### src/rtl/cpu_pkg.sv
// Shared encodings for the multicycle and single-cycle RV32I-subset control paths.
// Latency: n/a (types and constants only).
// Backpressure: n/a.
package cpu_pkg;

    typedef enum logic [3:0] {
        S_FETCH    = 4'd0,
        S_DECODE   = 4'd1,
        S_MEMADR   = 4'd2,
        S_MEMREAD  = 4'd3,
        S_MEMWB    = 4'd4,
        S_MEMWRITE = 4'd5,
        S_EXECUTER = 4'd6,
        S_EXECUTEI = 4'd7,
        S_ALUWB    = 4'd8,
        S_JAL      = 4'd9,
        S_BEQ      = 4'd10
    } state_t;

    localparam logic [6:0] OP_LW  = 7'b0000011;
    localparam logic [6:0] OP_SW  = 7'b0100011;
    localparam logic [6:0] OP_R   = 7'b0110011;
    localparam logic [6:0] OP_I   = 7'b0010011;
    localparam logic [6:0] OP_JAL = 7'b1101111;
    localparam logic [6:0] OP_BEQ = 7'b1100011;

    localparam logic [1:0] ALUOP_ADD   = 2'b00;
    localparam logic [1:0] ALUOP_SUB   = 2'b01;
    localparam logic [1:0] ALUOP_FUNCT = 2'b10;

    localparam logic [1:0] RES_ALUOUT    = 2'b00;
    localparam logic [1:0] RES_DATA      = 2'b01;
    localparam logic [1:0] RES_ALURESULT = 2'b10;

    localparam logic [1:0] SRCA_PC    = 2'b00;
    localparam logic [1:0] SRCA_OLDPC = 2'b01;
    localparam logic [1:0] SRCA_RD1   = 2'b10;

    localparam logic [1:0] SRCB_RD2  = 2'b00;
    localparam logic [1:0] SRCB_IMM  = 2'b01;
    localparam logic [1:0] SRCB_FOUR = 2'b10;

    localparam logic [1:0] IMM_I = 2'b00;
    localparam logic [1:0] IMM_S = 2'b01;
    localparam logic [1:0] IMM_B = 2'b10;
    localparam logic [1:0] IMM_J = 2'b11;

    // Raw per-state control word; enables are gated by reset in the top.
    typedef struct packed {
        logic       pc_update;
        logic       branch;
        logic       adr_src;
        logic       mem_write;
        logic       ir_write;
        logic [1:0] result_src;
        logic [1:0] alu_src_a;
        logic [1:0] alu_src_b;
        logic [1:0] alu_op;
        logic       reg_write;
        logic       instr_done;
    } ctrl_t;

endpackage

### src/rtl/multicycle_control_fsm_if.sv
// Control bundle between the multicycle sequencer and the datapath.
// Latency: n/a (wires only).
// Backpressure: mem_ready from the shared memory stalls the sequencer.
interface multicycle_control_fsm_if;
    logic [6:0] op;
    logic       zero;
    logic       mem_ready;
    logic       pc_write;
    logic       adr_src;
    logic       mem_write;
    logic       ir_write;
    logic [1:0] result_src;
    logic [1:0] alu_src_a;
    logic [1:0] alu_src_b;
    logic [1:0] alu_op;
    logic [1:0] imm_src;
    logic       reg_write;
    logic       instr_done;
    logic [3:0] state_dbg;

    modport master (
        input  op, zero, mem_ready,
        output pc_write, adr_src, mem_write, ir_write, result_src,
               alu_src_a, alu_src_b, alu_op, imm_src, reg_write,
               instr_done, state_dbg
    );

    modport slave (
        output op, zero, mem_ready,
        input  pc_write, adr_src, mem_write, ir_write, result_src,
               alu_src_a, alu_src_b, alu_op, imm_src, reg_write,
               instr_done, state_dbg
    );
endinterface

### src/rtl/imm_src_decoder.sv
// Maps an opcode to its immediate format select.
// Latency: combinational.
// Backpressure: none.
module imm_src_decoder
    import cpu_pkg::*;
(
    input  logic [6:0] op,
    output logic [1:0] imm_src
);

    always_comb begin
        imm_src = IMM_I;
        case (op)
            OP_SW:   imm_src = IMM_S;
            OP_BEQ:  imm_src = IMM_B;
            OP_JAL:  imm_src = IMM_J;
            default: imm_src = IMM_I;
        endcase
    end

endmodule

### src/rtl/multicycle_control_fsm.sv
// Main sequencer: fetch/decode/execute/memory/writeback control for the multicycle core.
// Latency: beq 3, sw/R/I/jal 4, lw 5 cycles; outputs combinational from state.
// Backpressure: FETCH, MEMREAD and MEMWRITE hold until mem_ready.
module multicycle_control_fsm
    import cpu_pkg::*;
#(
    parameter state_t RESET_STATE = S_FETCH
) (
    input  logic                    clk,
    input  logic                    rst,
    multicycle_control_fsm_if.master ctrl
);

    state_t state_q;
    state_t state_d;
    ctrl_t  c;

    imm_src_decoder u_imm_src_decoder (
        .op      (ctrl.op),
        .imm_src (ctrl.imm_src)
    );

    always_ff @(posedge clk or posedge rst) begin
        if (rst) begin
            state_q <= RESET_STATE;
        end else begin
            state_q <= state_d;
        end
    end

    always_comb begin
        state_d = S_FETCH;
        case (state_q)
            S_FETCH:    state_d = ctrl.mem_ready ? S_DECODE : S_FETCH;
            S_DECODE: begin
                case (ctrl.op)
                    OP_LW, OP_SW: state_d = S_MEMADR;
                    OP_R:         state_d = S_EXECUTER;
                    OP_I:         state_d = S_EXECUTEI;
                    OP_JAL:       state_d = S_JAL;
                    OP_BEQ:       state_d = S_BEQ;
                    default:      state_d = S_FETCH;
                endcase
            end
            S_MEMADR:   state_d = (ctrl.op == OP_LW) ? S_MEMREAD : S_MEMWRITE;
            S_MEMREAD:  state_d = ctrl.mem_ready ? S_MEMWB : S_MEMREAD;
            S_MEMWB:    state_d = S_FETCH;
            S_MEMWRITE: state_d = ctrl.mem_ready ? S_FETCH : S_MEMWRITE;
            S_EXECUTER: state_d = S_ALUWB;
            S_EXECUTEI: state_d = S_ALUWB;
            S_ALUWB:    state_d = S_FETCH;
            S_JAL:      state_d = S_ALUWB;
            S_BEQ:      state_d = S_FETCH;
            default:    state_d = S_FETCH;
        endcase
    end

    always_comb begin
        c = '0;
        case (state_q)
            S_FETCH: begin
                c.adr_src    = 1'b0;
                c.alu_src_a  = SRCA_PC;
                c.alu_src_b  = SRCB_FOUR;
                c.alu_op     = ALUOP_ADD;
                c.result_src = RES_ALURESULT;
                c.ir_write   = ctrl.mem_ready;
                c.pc_update  = ctrl.mem_ready;
            end
            S_DECODE: begin
                c.alu_src_a = SRCA_OLDPC;
                c.alu_src_b = SRCB_IMM;
                c.alu_op    = ALUOP_ADD;
                // Unknown opcodes retire here as a NOP.
                case (ctrl.op)
                    OP_LW, OP_SW, OP_R, OP_I, OP_JAL, OP_BEQ: c.instr_done = 1'b0;
                    default:                                  c.instr_done = 1'b1;
                endcase
            end
            S_MEMADR: begin
                c.alu_src_a = SRCA_RD1;
                c.alu_src_b = SRCB_IMM;
                c.alu_op    = ALUOP_ADD;
            end
            S_MEMREAD: begin
                c.adr_src = 1'b1;
            end
            S_MEMWB: begin
                c.result_src = RES_DATA;
                c.reg_write  = 1'b1;
                c.instr_done = 1'b1;
            end
            S_MEMWRITE: begin
                c.adr_src    = 1'b1;
                c.mem_write  = 1'b1;
                c.instr_done = ctrl.mem_ready;
            end
            S_EXECUTER: begin
                c.alu_src_a = SRCA_RD1;
                c.alu_src_b = SRCB_RD2;
                c.alu_op    = ALUOP_FUNCT;
            end
            S_EXECUTEI: begin
                c.alu_src_a = SRCA_RD1;
                c.alu_src_b = SRCB_IMM;
                c.alu_op    = ALUOP_FUNCT;
            end
            S_ALUWB: begin
                c.result_src = RES_ALUOUT;
                c.reg_write  = 1'b1;
                c.instr_done = 1'b1;
            end
            S_JAL: begin
                c.alu_src_a  = SRCA_OLDPC;
                c.alu_src_b  = SRCB_FOUR;
                c.alu_op     = ALUOP_ADD;
                c.result_src = RES_ALUOUT;
                c.pc_update  = 1'b1;
            end
            S_BEQ: begin
                c.alu_src_a  = SRCA_RD1;
                c.alu_src_b  = SRCB_RD2;
                c.alu_op     = ALUOP_SUB;
                c.result_src = RES_ALUOUT;
                c.branch     = 1'b1;
                c.instr_done = 1'b1;
            end
            default: c = '0;
        endcase
    end

    // Enables are masked by rst directly so an access in flight cannot leak a strobe.
    assign ctrl.pc_write   = ~rst & (c.pc_update | (c.branch & ctrl.zero));
    assign ctrl.mem_write  = ~rst & c.mem_write;
    assign ctrl.ir_write   = ~rst & c.ir_write;
    assign ctrl.reg_write  = ~rst & c.reg_write;
    assign ctrl.instr_done = ~rst & c.instr_done;
    assign ctrl.adr_src    = c.adr_src;
    assign ctrl.result_src = c.result_src;
    assign ctrl.alu_src_a  = c.alu_src_a;
    assign ctrl.alu_src_b  = c.alu_src_b;
    assign ctrl.alu_op     = c.alu_op;
    assign ctrl.state_dbg  = state_q;

endmodule
### src/flat_wrapper.sv
// flat-port wrapper written by rule: the top's interface ports become plain ports
module multicycle_control_fsm_flat import cpu_pkg::*;
#(
    parameter state_t RESET_STATE = S_FETCH
)
  (clk, rst, ctrl_op, ctrl_zero, ctrl_mem_ready, ctrl_pc_write, ctrl_adr_src, ctrl_mem_write, ctrl_ir_write, ctrl_result_src, ctrl_alu_src_a, ctrl_alu_src_b, ctrl_alu_op, ctrl_imm_src, ctrl_reg_write, ctrl_instr_done, ctrl_state_dbg);
  multicycle_control_fsm_if ctrl_i ();
  input  logic clk;
  input  logic rst;
  input wire logic [$bits(ctrl_i.op)-1:0] ctrl_op;
  input wire logic [$bits(ctrl_i.zero)-1:0] ctrl_zero;
  input wire logic [$bits(ctrl_i.mem_ready)-1:0] ctrl_mem_ready;
  output wire logic [$bits(ctrl_i.pc_write)-1:0] ctrl_pc_write;
  output wire logic [$bits(ctrl_i.adr_src)-1:0] ctrl_adr_src;
  output wire logic [$bits(ctrl_i.mem_write)-1:0] ctrl_mem_write;
  output wire logic [$bits(ctrl_i.ir_write)-1:0] ctrl_ir_write;
  output wire logic [$bits(ctrl_i.result_src)-1:0] ctrl_result_src;
  output wire logic [$bits(ctrl_i.alu_src_a)-1:0] ctrl_alu_src_a;
  output wire logic [$bits(ctrl_i.alu_src_b)-1:0] ctrl_alu_src_b;
  output wire logic [$bits(ctrl_i.alu_op)-1:0] ctrl_alu_op;
  output wire logic [$bits(ctrl_i.imm_src)-1:0] ctrl_imm_src;
  output wire logic [$bits(ctrl_i.reg_write)-1:0] ctrl_reg_write;
  output wire logic [$bits(ctrl_i.instr_done)-1:0] ctrl_instr_done;
  output wire logic [$bits(ctrl_i.state_dbg)-1:0] ctrl_state_dbg;
  assign ctrl_i.op = ctrl_op;
  assign ctrl_i.zero = ctrl_zero;
  assign ctrl_i.mem_ready = ctrl_mem_ready;
  assign ctrl_pc_write = ctrl_i.pc_write;
  assign ctrl_adr_src = ctrl_i.adr_src;
  assign ctrl_mem_write = ctrl_i.mem_write;
  assign ctrl_ir_write = ctrl_i.ir_write;
  assign ctrl_result_src = ctrl_i.result_src;
  assign ctrl_alu_src_a = ctrl_i.alu_src_a;
  assign ctrl_alu_src_b = ctrl_i.alu_src_b;
  assign ctrl_alu_op = ctrl_i.alu_op;
  assign ctrl_imm_src = ctrl_i.imm_src;
  assign ctrl_reg_write = ctrl_i.reg_write;
  assign ctrl_instr_done = ctrl_i.instr_done;
  assign ctrl_state_dbg = ctrl_i.state_dbg;
  multicycle_control_fsm #(.RESET_STATE(RESET_STATE)) u_core (.clk(clk), .rst(rst), .ctrl(ctrl_i));
endmodule
### config.mk
export PLATFORM = sky130hd
export DESIGN_NAME = multicycle_control_fsm_flat
export DESIGN_NICKNAME = d
export VERILOG_FILES = /design/src/rtl/cpu_pkg.sv /design/src/rtl/multicycle_control_fsm_if.sv /design/src/rtl/imm_src_decoder.sv /design/src/rtl/multicycle_control_fsm.sv /design/src/flat_wrapper.sv
export SDC_FILE = /design/constraint.sdc
export NUM_CORES = 1
export LEC_CHECK = 0
export BUFFER_PORTS_ARGS = -buffer_cell sky130_fd_sc_hd__buf_2
export CORE_AREA = 5 5 42 44
export CTS_CLUSTER_DIAMETER = 40
export DETAILED_ROUTE_END_ITERATION = 8
export DIE_AREA = 0 0 47 49
export PLACE_DENSITY = 0.77
export SYNTH_ARGS = -nofsm -noshare
export SYNTH_HDL_FRONTEND = slang
export SYNTH_SLANG_ARGS = --single-unit
### constraint.sdc
create_clock -name clk -period 2.5 [get_ports clk]
set_clock_uncertainty 0.05 [all_clocks]
set_input_delay 0.125 -clock clk [delete_from_list [all_inputs] [get_ports clk]]
set_output_delay 0.125 -clock clk [all_outputs]
set_load 0.005 [all_outputs]
; ---- Word level (Yosys, flattened, before mapping)
; Index checks and enable logic that the tools add are counted.
[word_totals]
inputBits = 11
ff_bits = 4
elab_cells = 49
output_inout_bits = 20
[classes]
eq_ne = 16
n_reduce_logical = 7
bitwise_logic = 8
mux = 17
[op_table]
columns = cell, n
row1 = case mux 6 bit (7 select lines), 1
row2 = case mux 4 bit (6 select lines), 1
row3 = case mux 4 bit (5 select lines), 1
row4 = "equality test 4 x 3 -> 1 bit, second input constant", 4
row5 = "equality test 7 x 6 -> 1 bit, second input constant", 2
row6 = "equality test 7 bit, second input constant", 2
row7 = "equality test 4 bit, second input constant", 3
row8 = two-way mux 3 bit, 3
row9 = "equality test 4 x 2 -> 1 bit, second input constant", 2
row10 = "equality test 7 x 2 -> 1 bit, second input constant", 1
row11 = "equality test 7 x 5 -> 1 bit, second input constant", 1
row12 = two-way mux 1 bit, 7
row13 = AND 1 bit, 6
row14 = case mux 2 bit (3 select lines), 1
row15 = OR reduction 2 bit, 3
row16 = OR reduction 3 bit, 2
row17 = OR reduction 6 bit, 1
row18 = "equality test 4 x 1 -> 1 bit, second input constant", 1
row19 = logical NOT 4 bit, 1
row20 = case mux 2 bit (2 select lines), 1
row21 = case mux 1 bit (3 select lines), 1
row22 = case mux 1 bit (2 select lines), 1
row23 = inverter 1 bit, 1
row24 = OR 1 bit, 1

; ---- Longest topological paths before layout
; Gate-level depths: netlist of run 1.
[depth]
ltp_word = 5
depth_mapped = 6
ltp_nobuf = 4

; ---- By module
; A second synthesis of run 1 with hierarchy kept.
[unflattened]
cells_unflattened = 82
hier_area_um2 = 629.4
[by_module_without_submodules]
columns = mod, seq_area_each_um2, n_inst, cells_per_inst, area_per_inst_um2
row1 = multicycle_control_fsm, 100.1, 1, 76, 585.6
row2 = imm_src_decoder, 0.0, 1, 6, 43.8

; ---- Worst setup path after synthesis of run 1
; Ideal clock, no wire load.
[synth_path]
path_type = flip-flop to output port
start = register u_core.state_q[1], in the netlist u_core.ctrl.state_dbg[1]
end = output ctrl_instr_done
stages_incl_launch_ff = 6
arrival_ns = 1.212
t_required_ns = 2.325
n_path_buf = 1
slack_ns = 1.113
cell_sequence = dfrtp_1 buf_6 nor2b_4 nand2_1 or3_1 a21oi_1
[synth_via]
elab_chain_cells = 4
word_cells_on_any_way = 8
classes_between = eq/ne: 5 / mux: 1 / bitwise: 1 / reduce/logical: 1
[synth_rtl]
columns = element, line
row1 = "start, declared", multicycle_control_fsm.sv:14  ; state_t state_q;
row2 = "start signal, assigned", multicycle_control_fsm.sv:27  ; state_q <= state_d;
row3 = equality test 4 bit or equality test 4 x 3 -> 1 bit (tied branches), multicycle_control_fsm.sv:60  ; case (state_q)
row4 = OR reduction 3 bit (no line), n/a
row5 = case mux 1 bit (3 select lines) *, multicycle_control_fsm.sv:60
row6 = AND 1 bit *, multicycle_control_fsm.sv:137  ; assign ctrl.instr_done = ~rst & c.instr_done;
row7 = "end, declared", flat_wrapper.sv:23  ; output wire logic [$bits(ctrl_i.instr_done)-1:0] ctrl_instr_done;
; Every way passes the cells marked *; elsewhere a longest branch is shown, timed or not.

; ---- Worst setup path in the final report of run 1
[layout_path]
start = register u_core.state_q[0], in the netlist u_core.ctrl.state_dbg[0]
end = output ctrl_instr_done
; Same word-level chain as after synthesis.

==> results of run 1 <==
layout by cell type, fill, tap and decap left out, drive strengths merged, types with 2 or more instances in the layout:
cell and n:
buf 30, nor2 13, nand2b 7, a21oi 7, nor3 5, nand2 5
dfrtp 4, o21ai 4, nand3b 3, nand3 3, clkbuf 3, nor2b 3
xor2 2, a211oi 2, inv 2
final timing paths:
| check | end | slack, ns | cells past startpoint |
|---|---|---|---|
| setup / recovery | ctrl_instr_done | 0.53 | 5 |
| hold / removal | u_core.ctrl.state_dbg[2] | 0.15 | 3 |
| setup reg to reg | u_core.ctrl.state_dbg[2] | 0.96 | 4 |
| hold reg to reg | u_core.ctrl.state_dbg[0] | 0.73 | 1 |
| max in group asynchronous | u_core.ctrl.state_dbg[1] | 1.91 | 3 |
| min in group asynchronous | u_core.ctrl.state_dbg[0] | 0.32 | 3 |
stage by stage:
| step | total power, uW | setup slack (ns) | instance area, um^2 | util (%) | hold WS [ns] |
|---|---|---|---|---|---|
| floorplan | 134 | 1.11 | 578 | - | -0.150 |
| global placement | 169 | 0.829 | 708 | 50.5 | 0.0121 |
| detailed placement | 172 | 0.782 | 708 | 50.5 | 0.0197 |
| CTS | 254 | 0.520 | 741 | 52.9 | 0.146 |
| global route | 277 | 0.418 | 741 | 52.9 | 0.150 |
| finish | 251 | 0.526 | 741 | 52.9 | 0.153 |
kinds of logic after synthesis:
kind of cell | Yosys count | share of synthesized area (%)
buf+inv | 7 | 8.23
xor+xnor | 3 | 4.55
flops | 4 | 17.3
simple gates | 48 | 51.5
compound gates | 18 | 18.4
final cells by class:
class	count	area, um^2
clock buffers	3	22.5
repair buffers	31	160
fillers	155	661
inverters	2	7.51
flip-flops and latches	4	100
multi-input cells	69	430
well taps	16	20.0
worst max-delay path: stages, from the launching register on:
cell,delay (ns)
dfrtp_1,0.59
nor2b_4,0.25
nand2_1,0.08
or3_1,0.38
a21oi_1,0.15
buf_2,0.12
layer usage:
| metal | global-route usage (%) | up-vias | wire length, um |
|---|---|---|---|
| met1 | 17.3 | 307 | 658 |
| li1 | - | 346 | - |
| met2 | 24.4 | 29 | 769 |
| met3 | 3.32 | 5 | 138 |
| met4 | 6.91 | 0 | 34 |
| met5 | 0 | - | 0 |
power by group:
part           switching [uW]  internal, uW
registers                13.3          68.2
logic                    43.8          46.4
clock network            25.7          53.6
total                    82.9           168
==> results.cfg, run 1 <==
[worst_setup_path]
cp-startpoint = u_core.ctrl.state_dbg[0]
critical_path_class = flop to output pin
reg2reg_from = u_core.ctrl.state_dbg[1]
cp-start-kind = flop
cp_max_fo = 15
critPathRequiredTime_ns = 2.33
critPathArrivalTime_ns = 1.80
end_kind = output pin

[cells_and_area]
drive_gt1_share_pct = 33.9
largest_reg_flops = 4
layout.nets = 122
layout.cells.non_filler = 125
diodes = 0
syn_to_final_growth_pct = 28.1

[sta]
rsz0062_at_grt = false
finalHoldViolCount = 0
slew_violations = 0
tightestPinTransition_ns = 0.570
finalSetupViolCount = 0
period_minus_slack_ns = 1.97
max_freq_ghz = 0.507
relSlewSlack_pct = 62.0
fin_crit_sh_pct = 79.0
fin_setup_tns_ns = 0

[clock_network]
holdBufCountCts = 1
post_cts_resized = 0
path_clk_slew_ns = 0.04
clkSinkCount = 4
cts_root_buf = clkbuf_4
clk_latency_ns = 0.23
cts_buffers = 3
cts_setup_buffers = 0
cts_buffer_depth = 2
cts_tree = built
htreeDepth = 1

[place]
place_congestion = 0.832
placedCellCount = 121
dp_hpwl_um = 1280
io_buffers = 30

[grt]
grt_pass1_wl_um = 2540
antenna_found_initial = 0
grt_pass1_vias = 610
grt.total_usage_pct = 14.8
grt_max_degree = 20
grt_overflow = 0

[yosys]
syn-num-nets = 91
synthCells = 80
yosysMostFrequentCell = nor2_1
synth.cells.most_frequent = 12 x nor2_1, 7 x a21oi_1, 7 x nand2b_1, 5 x nand2_1, 5 x nor3_1
yosys.cell_types.count = 34
syn_area_per_cell_um2 = 7.23
async_flop_share_pct = 100
synth_flop_cell = dfrtp_1
synthTopCellsByArea = dfrtp_1 17%, nor2_1 7.8%, nand2b_1 7.6%
synth_edf_count = 0
synth-seq-cells = 4
yosysSeqAreaShare_pct = 17.3
ys_warn_count = 0
synth_area_um2 = 578
synth_area_leader_cell = dfrtp_1
synth_top_cell_area_share_pct = 17.3

[floorplan]
die_w_um = 47
coreArea_um2 = 1400
die_area_um2 = 2300
num_rows = 14
start_util_pct = 41.2
ios = 31
die_h_um = 49

[routing]
remaining_drc_errors = 0
vias_per_cell = 5.50
first_pass_iters = 4
wl_per_cell_um = 12.8
wl_um = 1600
vias = 687
drt_iter0_drc = 16
postRouteAntennaNets = 0

[power]
ir_worst_vdd_uv = 216
cellPowerDensity_nw_per_um2 = 339
leakage_uw = 0.000369

[job]
drv_cap = 0

[min_path]
min-delay-start = ctrl_op[4]
hold_class = input pin to flop

[run_status]
run_status = completed
No activity file was read; power rests on OpenSTA's default activity.
==> run 2: changes to the inputs <==
CORE_AREA = unset   (was 5 5 42 44)
CORE_MARGIN = 5   (was unset)
CORE_UTILIZATION = 39   (was unset)
DIE_AREA = unset   (was 0 0 47 49)
PLACE_DENSITY = 0.73   (was 0.77)
clock period = 1.8 ns   (was 2.5 ns; I/O delays follow)
==> run 2 against run 1 <==
- final area rose by 3.0%
- setup slack got worse by 0.42 ns
- critical path depth is the same
- sequential share of layout area decreased by 0.23 points
- first-iteration DRC count shrank 25%
- global-route usage shrank 1.8 points
- clock-buffer cell count did not move
- wire length shrank 4.9%
- utilization is 3.7 points higher
- sequential cell count is the same
- register-to-register slack worse by 0.50 ns
- critical path type unchanged
- critical endpoint unchanged
- largest cell class unchanged
==> results.cfg, run 2 (synthesized netlist as in run 1, its figures left out) <==
[run_status]
run_status = completed

[worst_setup_path]
cp_max_fo = 12
crit_chain = nor2_4 > nand2_1 > or3_1 > a21oi_1 > buf_2
critPathArrivalTime_ns = 1.55
critical_path.top_delay_family = simple AND/OR/NAND/NOR gates
path_buf_inv = 1
critical_path_class = flop to output pin
cp_slowest_cell = dfrtp_2
critPathRequiredTime_ns = 1.66
end_kind = output pin
cpPeakStageDelay_ns = 0.48
cp-start-kind = flop

[floorplan]
die_area_um2 = 2350
num_rows = 13
die_w_um = 48.5
die_h_um = 48.5
start_util_pct = 42.8
ios = 31
coreArea_um2 = 1350

[routing]
vias = 668
postRouteAntennaNets = 0
wl_per_cell_um = 12.0
wl_um = 1520
first_pass_iters = 4
drt_iter0_drc = 12
remaining_drc_errors = 0
vias_per_cell = 5.26

[cells_and_area]
largest_reg_flops = 4
diodes = 0
syn_to_final_growth_pct = 32.0
layout_common_cells = 30 x buf_2, 12 x nor2_1, 7 x nand2b_1, 7 x a21oi_1
fin_util_pct = 56.5
drive_gt1_share_pct = 36.6
layout.cells.non_filler = 127
layout_commonest_cell = buf_2
layout.nets = 125

[clock_network]
htreeDepth = 1
cts_tree = built
cts_root_buf = clkbuf_4
clkSinkCount = 4
path_clk_slew_ns = 0.03
cts_buffer_depth = 2
clk_latency_ns = 0.23
cts_buffers = 3

[min_path]
hold_class = input pin to flop

[sta]
slew_violations = 0
finalSetupViolCount = 0
fin_setup_tns_ns = 0
finalHoldViolCount = 0
timing.hold.ws_ns = 0.116
relSlewSlack_pct = 75.4
rsz0062_at_grt = false
fin_crit_sh_pct = 94.0
max_freq_ghz = 0.591
period_minus_slack_ns = 1.69
tightestPinTransition_ns = 0.366

[job]
drv_cap = 0

[power]
leakage_uw = 0.000383
ir_worst_vdd_uv = 302
cellPowerDensity_nw_per_um2 = 462

[place]
placedCellCount = 123
io_buffers = 30
dp_hpwl_um = 1230
place_congestion = 0.829

[grt]
antenna_found_initial = 0
grt.total_usage_pct = 13.0
grt_max_degree = 19
grt_pass1_wl_um = 2600
grt_pass1_vias = 605
grt_overflow = 0
==> run 2: cell types whose count changed in the layout (fill, tap and decap cells not counted) <==
cell     previous run  this run
dfrtp_2             0         1
buf_4               0         3
dfrtp_1             4         3
==> run 2: metal layers <==
| metal | vias up | part of all wire (%) | wire, um | global-route usage (%) |
|---|---|---|---|---|
| met1 | 290 | 47 | 716 | 17.1 |
| met4 | 0 | 0 | 0 | 4.04 |
| li1 | 349 | - | - | - |
| met3 | 0 | 10 | 156 | 4.28 |
| met2 | 29 | 43 | 650 | 20.0 |
| met5 | - | 0 | 0 | 0 |
==> run 2: what timing repair did <==
item | 4_1_cts | 5_1_grt
buffers inserted | 0 | 0
endpoints found under the setup margin | 0 | 2
hold endpoints to repair | 4 | 0
resized for setup | 0 | 1
hold buffers | 1 | 0
==> run 2: path summary, 6_finish.rpt <==
check                      depth (start not counted)                startpoint  slack, ns                        to
max                                                5  u_core.ctrl.state_dbg[3]       0.11           ctrl_instr_done
min                                                3                ctrl_op[4]       0.12  u_core.ctrl.state_dbg[2]
max reg2reg                                        5  u_core.ctrl.state_dbg[0]       0.46  u_core.ctrl.state_dbg[2]
min reg2reg                                        1  u_core.ctrl.state_dbg[3]       0.59  u_core.ctrl.state_dbg[0]
max in group asynchronous                          3                       rst       1.23  u_core.ctrl.state_dbg[3]
min in group asynchronous                          3                       rst       0.29  u_core.ctrl.state_dbg[1]
==> run 2: area by class of cell <==
cell class / count / area (um^2)
fillers: 134 / 587
multi-input cells: 69 / 430
repair buffers: 34 / 183
flip-flops and latches: 4 / 101
clock buffers: 3 / 22.5
well taps: 15 / 18.8
inverters: 2 / 7.51
==> run 2: report_power, final <==
part | internal, uW | switching [uW]
Sequential | 95.0 | 5.98
Clock | 74.2 | 31.5
Combinational | 69.9 | 75.6
Total | 239 | 113
==> run 2: metrics by stage <==
step	worst slack (ns)	area (um^2)	total power [uW]
final	0.107	763	352
after global routing	0.0232	763	380
after CTS	0.0474	762	357
after detailed placement	0.300	729	246
after global placement	0.331	729	244
after floorplan	0.448	578	186
==> run 2: worst register-to-register path: cells and delay by family, from the launching register on <==
kind            cells  cell delay [ns]
flops               1             0.39
buf+inv             1             0.19
simple gates        3             0.52
compound gates      1             0.12
==> run 3: changes to the inputs <==
SETUP_SLACK_MARGIN = 0.15   (was unset)
==> run 3 against run 2 <==
- combinational power increased by 13%
- utilization grew 4.9 points
- hold slack better by 0.016 ns
==> results.cfg, run 3 (synthesized netlist as in run 1, its figures left out) <==
[place]
dp_hpwl_um = 1230
place_congestion = 0.829
dpl_cell_area_um2 = 729
io_buffers = 30

[job]
drv_cap = 0

[routing]
wl_per_cell_um = 12.7
first_pass_iters = 4
postRouteAntennaNets = 0
vias = 704
wl_um = 1670
vias_per_cell = 5.37
remaining_drc_errors = 0
drt_iter0_drc = 14

[clock_network]
path_clk_slew_ns = 0.03
htreeDepth = 1
cts_root_buf = clkbuf_4
cts_tree = built
cts_buffers = 3
cts_buffer_depth = 2
clkSinkCount = 4
clk_latency_ns = 0.23

[power]
cellPowerDensity_nw_per_um2 = 449
leakage_uw = 0.000413
ir_worst_vdd_uv = 306
finalPower_uw = 373

[cells_and_area]
postLayoutCellArea_um2 = 830
drive_gt1_share_pct = 44.0
largest_reg_flops = 4
layout.nets = 129
fin_util_pct = 61.4
syn_to_final_growth_pct = 43.5
layout_commonest_cell = buf_2
diodes = 0
layout_common_cells = 30 x buf_2, 12 x nor2_1, 7 x nand2b_1, 6 x a21oi_1, 6 x buf_4

[floorplan]
die_area_um2 = 2350
start_util_pct = 42.8
ios = 31
die_w_um = 48.5
die_h_um = 48.5
num_rows = 13
coreArea_um2 = 1350

[sta]
finalHoldViolCount = 0
rsz0062_at_grt = true
fin_crit_sh_pct = 91.5
max_freq_ghz = 0.607
relSlewSlack_pct = 72.9
tightestPinTransition_ns = 0.404
slew_violations = 0
finalSetupViolCount = 0
period_minus_slack_ns = 1.65
fin_setup_tns_ns = 0

[worst_setup_path]
cp_slowest_cell = dfrtp_2
path_buf_inv = 1
cp_max_fo = 6
r2r_slack_ns = 0.44
critPathArrivalTime_ns = 1.51
critical_path_class = flop to output pin
end_kind = output pin
crit_chain = nand2b_1 > a2111oi_1 > buf_2
cp-start-kind = flop
cpPeakStageDelay_ns = 0.46
critical_path.top_delay_family = flip-flops
critPathRequiredTime_ns = 1.66

[grt]
grt_max_degree = 19
grt_pass1_wl_um = 2660
antenna_found_initial = 0
grt_pass1_vias = 613
grt_overflow = 0
grt.total_usage_pct = 13.3

[run_status]
run_status = completed

[min_path]
hold_class = input pin to flop
## run 3: final timing paths
kind / start / to / cells past startpoint
hold reg to reg: u_core.ctrl.state_dbg[3] / u_core.ctrl.state_dbg[0] / 3
setup / recovery: u_core.ctrl.state_dbg[2] / ctrl_reg_write / 3
hold / removal: ctrl_op[5] / u_core.ctrl.state_dbg[2] / 3
setup reg to reg: u_core.ctrl.state_dbg[0] / u_core.ctrl.state_dbg[2] / 5
max in group asynchronous: rst / u_core.ctrl.state_dbg[3] / 3
min in group asynchronous: rst / u_core.ctrl.state_dbg[1] / 3
## run 3: repair_timing
item | in CTS | in global routing
cloned | 0 | 0
resized for setup | 1 | 9
hold buffers | 1 | 0
endpoints found under the setup margin | 2 | 4
pin swaps | 0 | 3
hold endpoints to repair | 4 | 0
setup buffers | 3 | 1
## run 3: area by class of cell
| cell class | instances | area, um^2 |
|---|---|---|
| Fill cell | 122 | 520 |
| Multi-Input combinational cell | 69 | 462 |
| Timing Repair Buffer | 38 | 216 |
| Sequential cell | 4 | 103 |
| Clock buffer | 3 | 22.5 |
| Tap cell | 15 | 18.8 |
| Inverter | 2 | 7.51 |
## run 3: worst register-to-register path, delay by kind of cell (launching register included)
family,cells,cell delay [ns]
buffers and inverters,1,0.19
DFF,1,0.39
AOI/OAI and AO/OA,1,0.12
and+or+nand+nor,3,0.52
## run 3: report_power, final
part           total [uW]  switching (uW)  internal (uW)
registers             101            6.19           95.2
clock network         106            31.6           74.2
logic                 165            82.7           82.6
## run 3: layer usage
layer  part of all wire [%]  routed length (um)  track usage (%)  up-vias
li1                       -                   -                -      355
met2                     48                 798             20.2       34
met4                      0                   0             4.04        0
met3                    9.4                 156             4.28        0
met1                     43                 710             17.6      315
met5                      0                   0                0        -
## run 3: through the flow
stage | std cells | setup WS [ns] | hold slack (ns)
2_1_floorplan | 80 | 0.448 | -0.185
6_report | 131 | 0.152 | 0.132
3_3_place_gp | 123 | 0.331 | -0.0266
5_1_grt | 131 | 0.0865 | 0.146
4_1_cts | 130 | 0.157 | 0.108
3_5_place_dp | 123 | 0.300 | -0.0256
